==> config.mk <==
export PLATFORM = sky130hd
export DESIGN_NAME = if_fetch
export DESIGN_NICKNAME = d
export VERILOG_FILES = /design/src/rtl/if_pkg.sv /design/src/rtl/if_fetch.sv
export SDC_FILE = /design/constraint.sdc
export NUM_CORES = 1
export LEC_CHECK = 0
export ABC_AREA = 1
export CAP_MARGIN = 0
export CORE_ASPECT_RATIO = 0.75
export CORE_MARGIN = 2
export CORE_UTILIZATION = 50
export CTS_BUF_LIST = sky130_fd_sc_hd__clkbuf_4
export CTS_CLUSTER_SIZE = 8
export DETAILED_ROUTE_END_ITERATION = 8
export PLACE_DENSITY = 0.84
export SYNTH_ARGS = -nofsm -noshare
export SYNTH_HDL_FRONTEND = slang
export SYNTH_SLANG_ARGS = --single-unit
==> constraint.sdc <==
create_clock -name clk -period 7.7 [get_ports clk]
set_clock_uncertainty 0.1 [all_clocks]
set_input_delay 1.155 -clock clk [delete_from_list [all_inputs] [get_ports clk]]
set_output_delay 1.155 -clock clk [all_outputs]
set_load 0.02 [all_outputs]
==> src/rtl/if_pkg.sv <==
// Shared definitions for the instruction-fetch front end.
//   fetch_state_e    : fetch FSM encoding (fetch / wait / drain / full)
//   NOP_INSTR        : instruction word injected into the IF/ID slot on a flush
//   RESET_PC_DEFAULT : default first fetch address after reset
package if_pkg;

  typedef enum logic [1:0] {
    StFetch = 2'd0,
    StWait  = 2'd1,
    StDrain = 2'd2,
    StFull  = 2'd3
  } fetch_state_e;

  localparam logic [31:0] NOP_INSTR        = 32'h0000_0000;
  localparam logic [31:0] RESET_PC_DEFAULT = 32'h0000_0000;

endpackage

==> src/rtl/if_fetch.sv <==
// Instruction-fetch front end. Owns the fetch PC, issues one outstanding request at a time
// to instruction memory and presents {PC, IR, NPC} plus a valid flag to the IF/ID register.
// A one-entry skid buffer holds a response that returns while IF/ID is stalled.
//
// Ports:
//   clk, reset              : clock (rising edge), asynchronous active-high reset
//   stall                   : IF/ID holds this cycle; the output slot must not change
//   redirect, redirect_pc   : taken branch/jump and its target; flushes the wrong path
//   imem_req, imem_addr     : request valid and address (combinational from state and pc)
//   imem_gnt                : request accepted at this edge
//   imem_rvalid, imem_rdata : response valid and instruction word
//   o_PC, O_IR, O_NPC       : fetched instruction slot to IF/ID
//   o_valid                 : slot holds a live instruction
module if_fetch
  import if_pkg::*;
#(
  parameter logic [31:0] RESET_PC = RESET_PC_DEFAULT
) (
  input  logic        clk,
  input  logic        reset,
  input  logic        stall,
  input  logic        redirect,
  input  logic [31:0] redirect_pc,
  output logic        imem_req,
  output logic [31:0] imem_addr,
  input  logic        imem_gnt,
  input  logic        imem_rvalid,
  input  logic [31:0] imem_rdata,
  output logic [31:0] o_PC,
  output logic [31:0] O_IR,
  output logic [31:0] O_NPC,
  output logic        o_valid
);

  fetch_state_e state_q, state_d;
  logic [31:0]  pc_q, pc_d;
  logic [31:0]  out_pc_q, out_pc_d;
  logic [31:0]  out_ir_q, out_ir_d;
  logic [31:0]  out_npc_q, out_npc_d;
  logic         out_valid_q, out_valid_d;
  logic [31:0]  skid_pc_q, skid_pc_d;
  logic [31:0]  skid_ir_q, skid_ir_d;

  logic         slot_free;
  logic [31:0]  pc_plus4;
  logic [31:0]  skid_npc;

  assign slot_free = !out_valid_q || !stall;
  assign pc_plus4  = pc_q + 32'd4;
  assign skid_npc  = skid_pc_q + 32'd4;

  // Request is a pure function of state so it stays stable until granted.
  assign imem_req  = (state_q == StFetch) && !reset;
  assign imem_addr = pc_q;

  always_comb begin
    state_d     = state_q;
    pc_d        = pc_q;
    out_pc_d    = out_pc_q;
    out_ir_d    = out_ir_q;
    out_npc_d   = out_npc_q;
    out_valid_d = out_valid_q;
    skid_pc_d   = skid_pc_q;
    skid_ir_d   = skid_ir_q;

    // Consumed slot goes invalid; a same-edge load below overrides this.
    if (out_valid_q && !stall) begin
      out_valid_d = 1'b0;
    end

    unique case (state_q)
      StFetch: begin
        if (redirect) begin
          pc_d = redirect_pc;
          // Request already accepted for the old path: its response must be dropped.
          if (imem_gnt) begin
            state_d = StDrain;
          end
        end else if (imem_gnt) begin
          state_d = StWait;
        end
      end

      StWait: begin
        if (redirect) begin
          pc_d    = redirect_pc;
          state_d = imem_rvalid ? StFetch : StDrain;
        end else if (imem_rvalid) begin
          pc_d = pc_plus4;
          if (slot_free) begin
            out_pc_d    = pc_q;
            out_ir_d    = imem_rdata;
            out_npc_d   = pc_plus4;
            out_valid_d = 1'b1;
            state_d     = StFetch;
          end else begin
            skid_pc_d = pc_q;
            skid_ir_d = imem_rdata;
            state_d   = StFull;
          end
        end
      end

      StFull: begin
        if (redirect) begin
          pc_d    = redirect_pc;
          state_d = StFetch;
        end else if (!stall) begin
          out_pc_d    = skid_pc_q;
          out_ir_d    = skid_ir_q;
          out_npc_d   = skid_npc;
          out_valid_d = 1'b1;
          state_d     = StFetch;
        end
      end

      StDrain: begin
        if (redirect) begin
          pc_d = redirect_pc;
        end
        // The stale response closes the outstanding request even if a new redirect lands on
        // the same edge; nothing else is outstanding, so waiting longer would deadlock.
        if (imem_rvalid) begin
          state_d = StFetch;
        end
      end

      default: state_d = StFetch;
    endcase

    // Flush wins over stall.
    if (redirect) begin
      out_valid_d = 1'b0;
      out_ir_d    = NOP_INSTR;
    end
  end

  always_ff @(posedge clk or posedge reset) begin
    if (reset) begin
      state_q     <= StFetch;
      pc_q        <= RESET_PC;
      out_pc_q    <= 32'h0;
      out_ir_q    <= 32'h0;
      out_npc_q   <= 32'h0;
      out_valid_q <= 1'b0;
      skid_pc_q   <= 32'h0;
      skid_ir_q   <= 32'h0;
    end else begin
      state_q     <= state_d;
      pc_q        <= pc_d;
      out_pc_q    <= out_pc_d;
      out_ir_q    <= out_ir_d;
      out_npc_q   <= out_npc_d;
      out_valid_q <= out_valid_d;
      skid_pc_q   <= skid_pc_d;
      skid_ir_q   <= skid_ir_d;
    end
  end

  assign o_PC    = out_pc_q;
  assign O_IR    = out_ir_q;
  assign O_NPC   = out_npc_q;
  assign o_valid = out_valid_q;

endmodule

==> results.py, run 1 <==
metrics = {
    "run_status": {
        "status": "finished, final reports clean",
    },
    "critical_path": {
        "crit_chain": "clkdlybuf4s50_1, inv_1, nand2_1, buf_4, inv_1, or2_2, nand3_1, o21ai_0",
        "cpPeakStageDelay_ps": 1010,
        "crit_buf_inv": 4,
        "r2r-start": "state_q[1]$_DFFE_PP0P_",
        "critical_path_class": "input port to flop",
        "arrival_ps": 4570,
        "end_kind": "flop",
        "crit_start": "redirect",
        "cpMostUsedCell": "inv_1",
        "crit_required_ps": 8080,
        "crit_fanout": 31,
        "start_kind": "input port",
        "cp_slowest_cell": "clkdlybuf4s50_1",
        "worst_path_dominant_cell_family": "buffers and inverters",
    },
    "synth": {
        "synthFlopType": "dfrtp_1",
        "yosys_warnings": 0,
        "netlist.area_leader.share": 0.481,
        "synth_nets": 1419,
        "ys_ff_latch": 193,
        "synth_area_per_cell_sq_um": 7.46,
        "netlist_area_sq_um": 10000,
        "syn-instance-count": 1347,
        "seq_area_frac_synth": 0.481,
        "synth_largest_area_cell": "dfrtp_1",
        "synth_async_sr_flop_share": 1.00,
        "yosysUniqueCellTypes": 36,
        "synth.top_cells.by_area": "dfrtp_1 (48%), nand2_1 (17%), o21ai_0 (9.7%)",
        "synth-edff-count": 0,
    },
    "cells_and_area": {
        "seqCellArea_sq_um": 4830,
        "insertedDiodeCount": 0,
        "layout_commonest_cell": "nand2_1",
        "multi_input_area_sq_um": 4530,
        "syn_to_final_growth_pct": 23.4,
        "design_area_sq_um": 12400,
        "fillers": 1725,
        "drive_above_1_share": 0.0448,
        "final_cell_mix": "nand2_1 (453), clkdlybuf4s50_1 (199), o21ai_0 (194), dfrtp_1 (193), nor2_1 (145)",
        "layout.nets": 1576,
    },
    "global_route": {
        "grt-ovfl-total": 0,
        "met1_usage": 0.452,
        "busiest_layer": "met1",
        "grt_pass1_vias": 9173,
        "track_usage": 0.300,
        "grt_max_degree": 134,
        "grt_antenna_before_repair": 0,
        "met3_usage": 0.0814,
        "grt_pass1_wl_microns": 49800,
        "gr-usage-met2": 0.430,
    },
    "clock_network": {
        "numCtsBuffers": 17,
        "path_clk_slew_ps": 170,
        "holdBufCountCts": 0,
        "clock-root-buffer": "clkbuf_4",
        "postCtsSetupBuffers": 0,
        "cts_tree": "done",
        "clock-sinks": 193,
        "cts_resized": 0,
        "cts_buffer_depth": 2,
        "htree_levels": 4,
        "clk_latency_ps": 600,
    },
    "floorplanning": {
        "die_w_microns": 168,
        "num_rows": 44,
        "dieHeight_microns": 127,
        "io_pins": 200,
        "initial_core_util": 0.514,
        "die_area_sq_um": 21300,
        "core_area_sq_um": 19500,
    },
    "placement": {
        "placed_cell_area_sq_um": 12100,
        "finalWeightedCongestion": 0.960,
        "port_buffers": 199,
        "dp_hpwl_microns": 22500,
    },
    "power_and_ir_drop": {
        "switchingPower_mw": 1.96,
        "clock_power_share": 0.132,
        "leakagePower_nw": 5.62,
        "combPwrFrac": 0.472,
        "pwr-share-seq": 0.396,
        "p_int_mw": 2.36,
        "cellPowerDensity_nw_per_um2": 348,
        "swShare": 0.454,
        "ir_drop_uv": 187,
    },
    "sta": {
        "fmax_ghz": 0.238,
        "post-route-period-util": 0.545,
        "slew_violations": 0,
        "max_slew_margin": 0.230,
        "rsz0062_at_grt": "no",
        "finalHoldViolations": 0,
        "setup_viol": 0,
        "fin_setup_tns_ps": 0,
        "min_period_ps": 4190,
        "tightest_slew_ps": 1160,
    },
    "job": {
        "max-cap-violations": 0,
    },
    "min_path": {
        "min_from": "skid_pc_q[0]$_DFFE_PP0P_",
        "hold_class": "flop to flop",
    },
    "drt": {
        "num_vias": 9823,
        "wl_per_cell_microns": 17.6,
        "dr.pass1.iters": 6,
        "drt_iter0_drc": 1074,
        "drt-vias-per-instance": 5.55,
        "routed_wl_microns": 31200,
        "ant_nets": 0,
        "drc": 0,
    },
}
-- final cells by class --
type                            count  share of cell area
Tap cell                          253              0.0255
Timing Repair Buffer              207               0.165
Multi-Input combinational cell    985               0.365
Sequential cell                   193               0.389
Clock buffer                       17              0.0103
Inverter                          100              0.0309
Clock inverter                     15              0.0133
-- metrics by stage --
stage	total power, mW	util	hold WS [ps]	setup slack, ps	cells
finish	4.32	0.635	397	3510	1770
detailed placement	3.75	0.620	366	2950	1738
CTS	4.31	0.635	404	3590	1770
global route	4.61	0.635	433	3360	1770
global placement	3.69	0.620	361	3040	1738
floorplan	2.83	-	348	1190	1347
-- synth_stat cells (2+ instances only) --
| cell | count |
|---|---|
| a21oi_1 | 10 |
| nand3_1 | 59 |
| xnor2_1 | 2 |
| xor2_1 | 17 |
| o22ai_1 | 14 |
| buf_2 | 22 |
| o21ai_0 | 194 |
| or2_2 | 2 |
| buf_6 | 2 |
| nor2_2 | 4 |
| a211oi_1 | 14 |
| dfrtp_1 | 193 |
| inv_1 | 98 |
| nand2_1 | 453 |
| clkbuf_1 | 33 |
| buf_1 | 5 |
| nand2_2 | 2 |
| inv_2 | 2 |
| ha_1 | 2 |
| buf_4 | 7 |
| o21ai_1 | 11 |
| nor3_1 | 5 |
| o31ai_1 | 14 |
| o211ai_1 | 10 |
| nand4_1 | 4 |
| mux2_2 | 14 |
| nor2_1 | 145 |
-- layer usage --
layer,wire [microns],vias up
met4,524,0
met2,13100,454
met1,14500,4666
met3,3090,33
li1,-,4670
met5,0,-
-- power groups by stage --
stage,logic [mW],registers [mW],clock network [mW]
2_1_floorplan,0.859,1.97,0
3_3_place_gp,1.98,1.71,0
3_5_place_dp,2.03,1.72,0
4_1_cts,2.04,1.70,0.571
5_1_grt,2.23,1.76,0.619
6_report,2.04,1.71,0.568
-- kinds of logic (layout without fill, tap and decap cells) --
logic type	Yosys count	in the layout	synth area share
AND/OR/NAND/NOR	678	678	0.266
AO/OA/AOI/OAI	272	272	0.148
flip-flops	193	193	0.481
buffers and inverters	169	339	0.0700
XOR/XNOR	19	19	0.0166
multiplexers	14	14	0.0157
adder cells (fa/ha/maj)	2	2	0.00249
-- state kept, by name (all words and copies together), names as in the netlist --
register / count
o_valid: 1
imem_addr: 32
skid_pc_q: 32
O_IR: 32
skid_ir_q: 32
o_PC: 32
O_NPC: 30
state_q: 2
-- tightest hold or removal path, delay by kind of cell, from the launching register on --
family,cells,cell delay (ps)
flip-flops,1,370
AND/OR/NAND/NOR,1,50
AO/OA/AOI/OAI,1,60
-- path summary, 6_finish.rpt --
kind / end / slack (ps) / cells after the start
max: imem_addr[13]$_DFFE_PP0P_ / 3510 / 8
min: skid_pc_q[0]$_DFFE_PP0P_ / 400 / 2
max reg2reg: O_IR[5]$_DFFE_PP0P_ / 4570 / 10
min reg2reg: skid_pc_q[0]$_DFFE_PP0P_ / 400 / 2
max in group asynchronous: skid_pc_q[26]$_DFFE_PP0P_ / 5030 / 3
min in group asynchronous: o_valid$_DFF_PP0_ / 1100 / 2
Note: power is estimated with default switching activity, not from simulation.
==> run 2: changes to the inputs <==
Clock period 7.7 ns to 4.3 ns, I/O delays scaled along.
==> results.py, run 2 (same netlist as run 1, synthesis figures left out) <==
metrics = {
    "run_status": {
        "status": "finished, final reports clean",
    },
    "critical_path": {
        "critical_path_class": "input port to flop",
        "end_kind": "flop",
        "cp_slowest_cell": "clkdlybuf4s50_1",
        "crit_buf_inv": 5,
        "crit_chain": "clkdlybuf4s50_1, inv_1, buf_4, nand2_1, buf_4, inv_1, or2_2, nand3_1, o21ai_0",
        "start_kind": "input port",
        "worst_path_dominant_cell_family": "buffers and inverters",
        "crit_fanout": 31,
        "arrival_ps": 3310,
        "crit_required_ps": 4680,
        "cpPeakStageDelay_ps": 710,
    },
    "floorplanning": {
        "core_area_sq_um": 19500,
        "io_pins": 200,
        "die_w_microns": 168,
        "dieHeight_microns": 127,
        "num_rows": 44,
        "initial_core_util": 0.514,
        "die_area_sq_um": 21300,
    },
    "power_and_ir_drop": {
        "combPwrFrac": 0.474,
        "p_int_mw": 4.23,
        "leakagePower_nw": 5.64,
        "swShare": 0.452,
        "clock_power_share": 0.129,
        "ir_drop_uv": 349,
        "cellPowerDensity_nw_per_um2": 619,
        "switchingPower_mw": 3.49,
        "pwr-share-seq": 0.396,
    },
    "sta": {
        "setup_ws_ps": 1370,
        "rsz0062_at_grt": "no",
        "fin_setup_tns_ps": 0,
        "setup_viol": 0,
        "min_period_ps": 2930,
        "tightest_slew_ps": 1020,
        "post-route-period-util": 0.682,
        "max_slew_margin": 0.317,
        "fmax_ghz": 0.341,
        "slew_violations": 0,
        "finalHoldViolations": 0,
    },
    "clock_network": {
        "clock-root-buffer": "clkbuf_4",
        "holdBufCountCts": 0,
        "cts_buffer_depth": 2,
        "htree_levels": 4,
        "clk_latency_ps": 600,
        "numCtsBuffers": 17,
        "clock-sinks": 193,
        "cts_resized": 0,
        "path_clk_slew_ps": 170,
        "cts_tree": "done",
        "postCtsSetupBuffers": 0,
    },
    "cells_and_area": {
        "fillers": 1730,
        "drive_above_1_share": 0.0486,
        "final_cell_mix": "nand2_1 (453), clkdlybuf4s50_1 (199), o21ai_0 (194), dfrtp_1 (193), nor2_1 (145)",
        "layout_commonest_cell": "nand2_1",
        "syn_to_final_growth_pct": 24.0,
        "insertedDiodeCount": 0,
        "utilization": 0.638,
        "layout.nets": 1581,
        "design_area_sq_um": 12500,
    },
    "global_route": {
        "grt-ovfl-total": 0,
        "grt_antenna_before_repair": 1,
        "grt_max_degree": 87,
        "grt_pass1_vias": 9059,
        "grt_pass1_wl_microns": 49000,
        "track_usage": 0.295,
    },
    "placement": {
        "dp_hpwl_microns": 22100,
        "port_buffers": 199,
        "dpl_worst_slack_ps": 773,
        "finalWeightedCongestion": 0.987,
        "placed_cell_area_sq_um": 12200,
    },
    "drt": {
        "num_vias": 9789,
        "drt_iter0_drc": 1191,
        "drt-vias-per-instance": 5.51,
        "routed_wl_microns": 30800,
        "dr.pass1.iters": 6,
        "wl_per_cell_microns": 17.3,
        "drc": 0,
        "ant_nets": 0,
    },
    "min_path": {
        "hold_class": "flop to flop",
    },
    "job": {
        "max-cap-violations": 0,
    },
}
-- run 2: changes by cell type in the layout (fill, tap and decap cells not counted) --
cell / delta
clkinv_4: +1
inv_12: -1
clkinv_8: +1
inv_8: -2
buf_4: +3
buf_12: +2
clkinv_1: -1
clkinvlp_4: +2
-- run 2: tightest hold or removal path: stages (launching register included) --
cell,delay (ps)
dfrtp_1,380
nand2_1,60
o31ai_1,50
-- run 2: final cells by class --
class	count	area (sq um)	area share
clock buffers	17	128	0.0102
clock inverters	15	166	0.0134
inverters	100	379	0.0304
multi-input cells	985	4530	0.363
flip-flops and latches	193	4830	0.388
well taps	253	317	0.0254
repair buffers	212	2110	0.170
-- run 2: power by group through the flow --
stage	clock network (mW)	registers (mW)	logic, mW
after global routing	1.09	3.13	4.00
final	0.997	3.06	3.66
after global placement	0	3.06	3.56
after detailed placement	0	3.06	3.65
after floorplan	0	3.52	1.54
after CTS	1.02	3.04	3.66
-- run 2: worst paths after layout --
| check | from | endpoint | slack (ps) | cells past startpoint |
|---|---|---|---|---|
| max reg2reg | state_q[1]$_DFFE_PP0P_ | o_PC[2]$_DFFE_PP0P_ | 1640 | 6 |
| min | O_IR[0]$_DFFE_PP0P_ | O_IR[0]$_DFFE_PP0P_ | 400 | 2 |
| min in group asynchronous | reset | skid_pc_q[26]$_DFFE_PP0P_ | 580 | 2 |
| max | redirect | imem_addr[13]$_DFFE_PP0P_ | 1370 | 9 |
| max in group asynchronous | reset | skid_pc_q[31]$_DFFE_PP0P_ | 2640 | 3 |
| min reg2reg | O_IR[0]$_DFFE_PP0P_ | O_IR[0]$_DFFE_PP0P_ | 400 | 2 |
-- run 2: stage by stage --
stage | power, mW | cells | hold slack (ps)
3_3_place_gp | 6.62 | 1743 | 360
2_1_floorplan | 5.06 | 1347 | 348
6_report | 7.71 | 1775 | 401
5_1_grt | 8.22 | 1775 | 424
4_1_cts | 7.71 | 1775 | 410
3_5_place_dp | 6.71 | 1743 | 365
-- run 2: per-layer routing --
metal  global-route usage  share of wire  vias to the layer above
met2                0.417           0.42                      477
met3               0.0752          0.094                       49
met4               0.0716          0.021                        2
met5                    0        0.00042                        -
li1                     -              -                     4673
met1                0.452           0.47                     4588
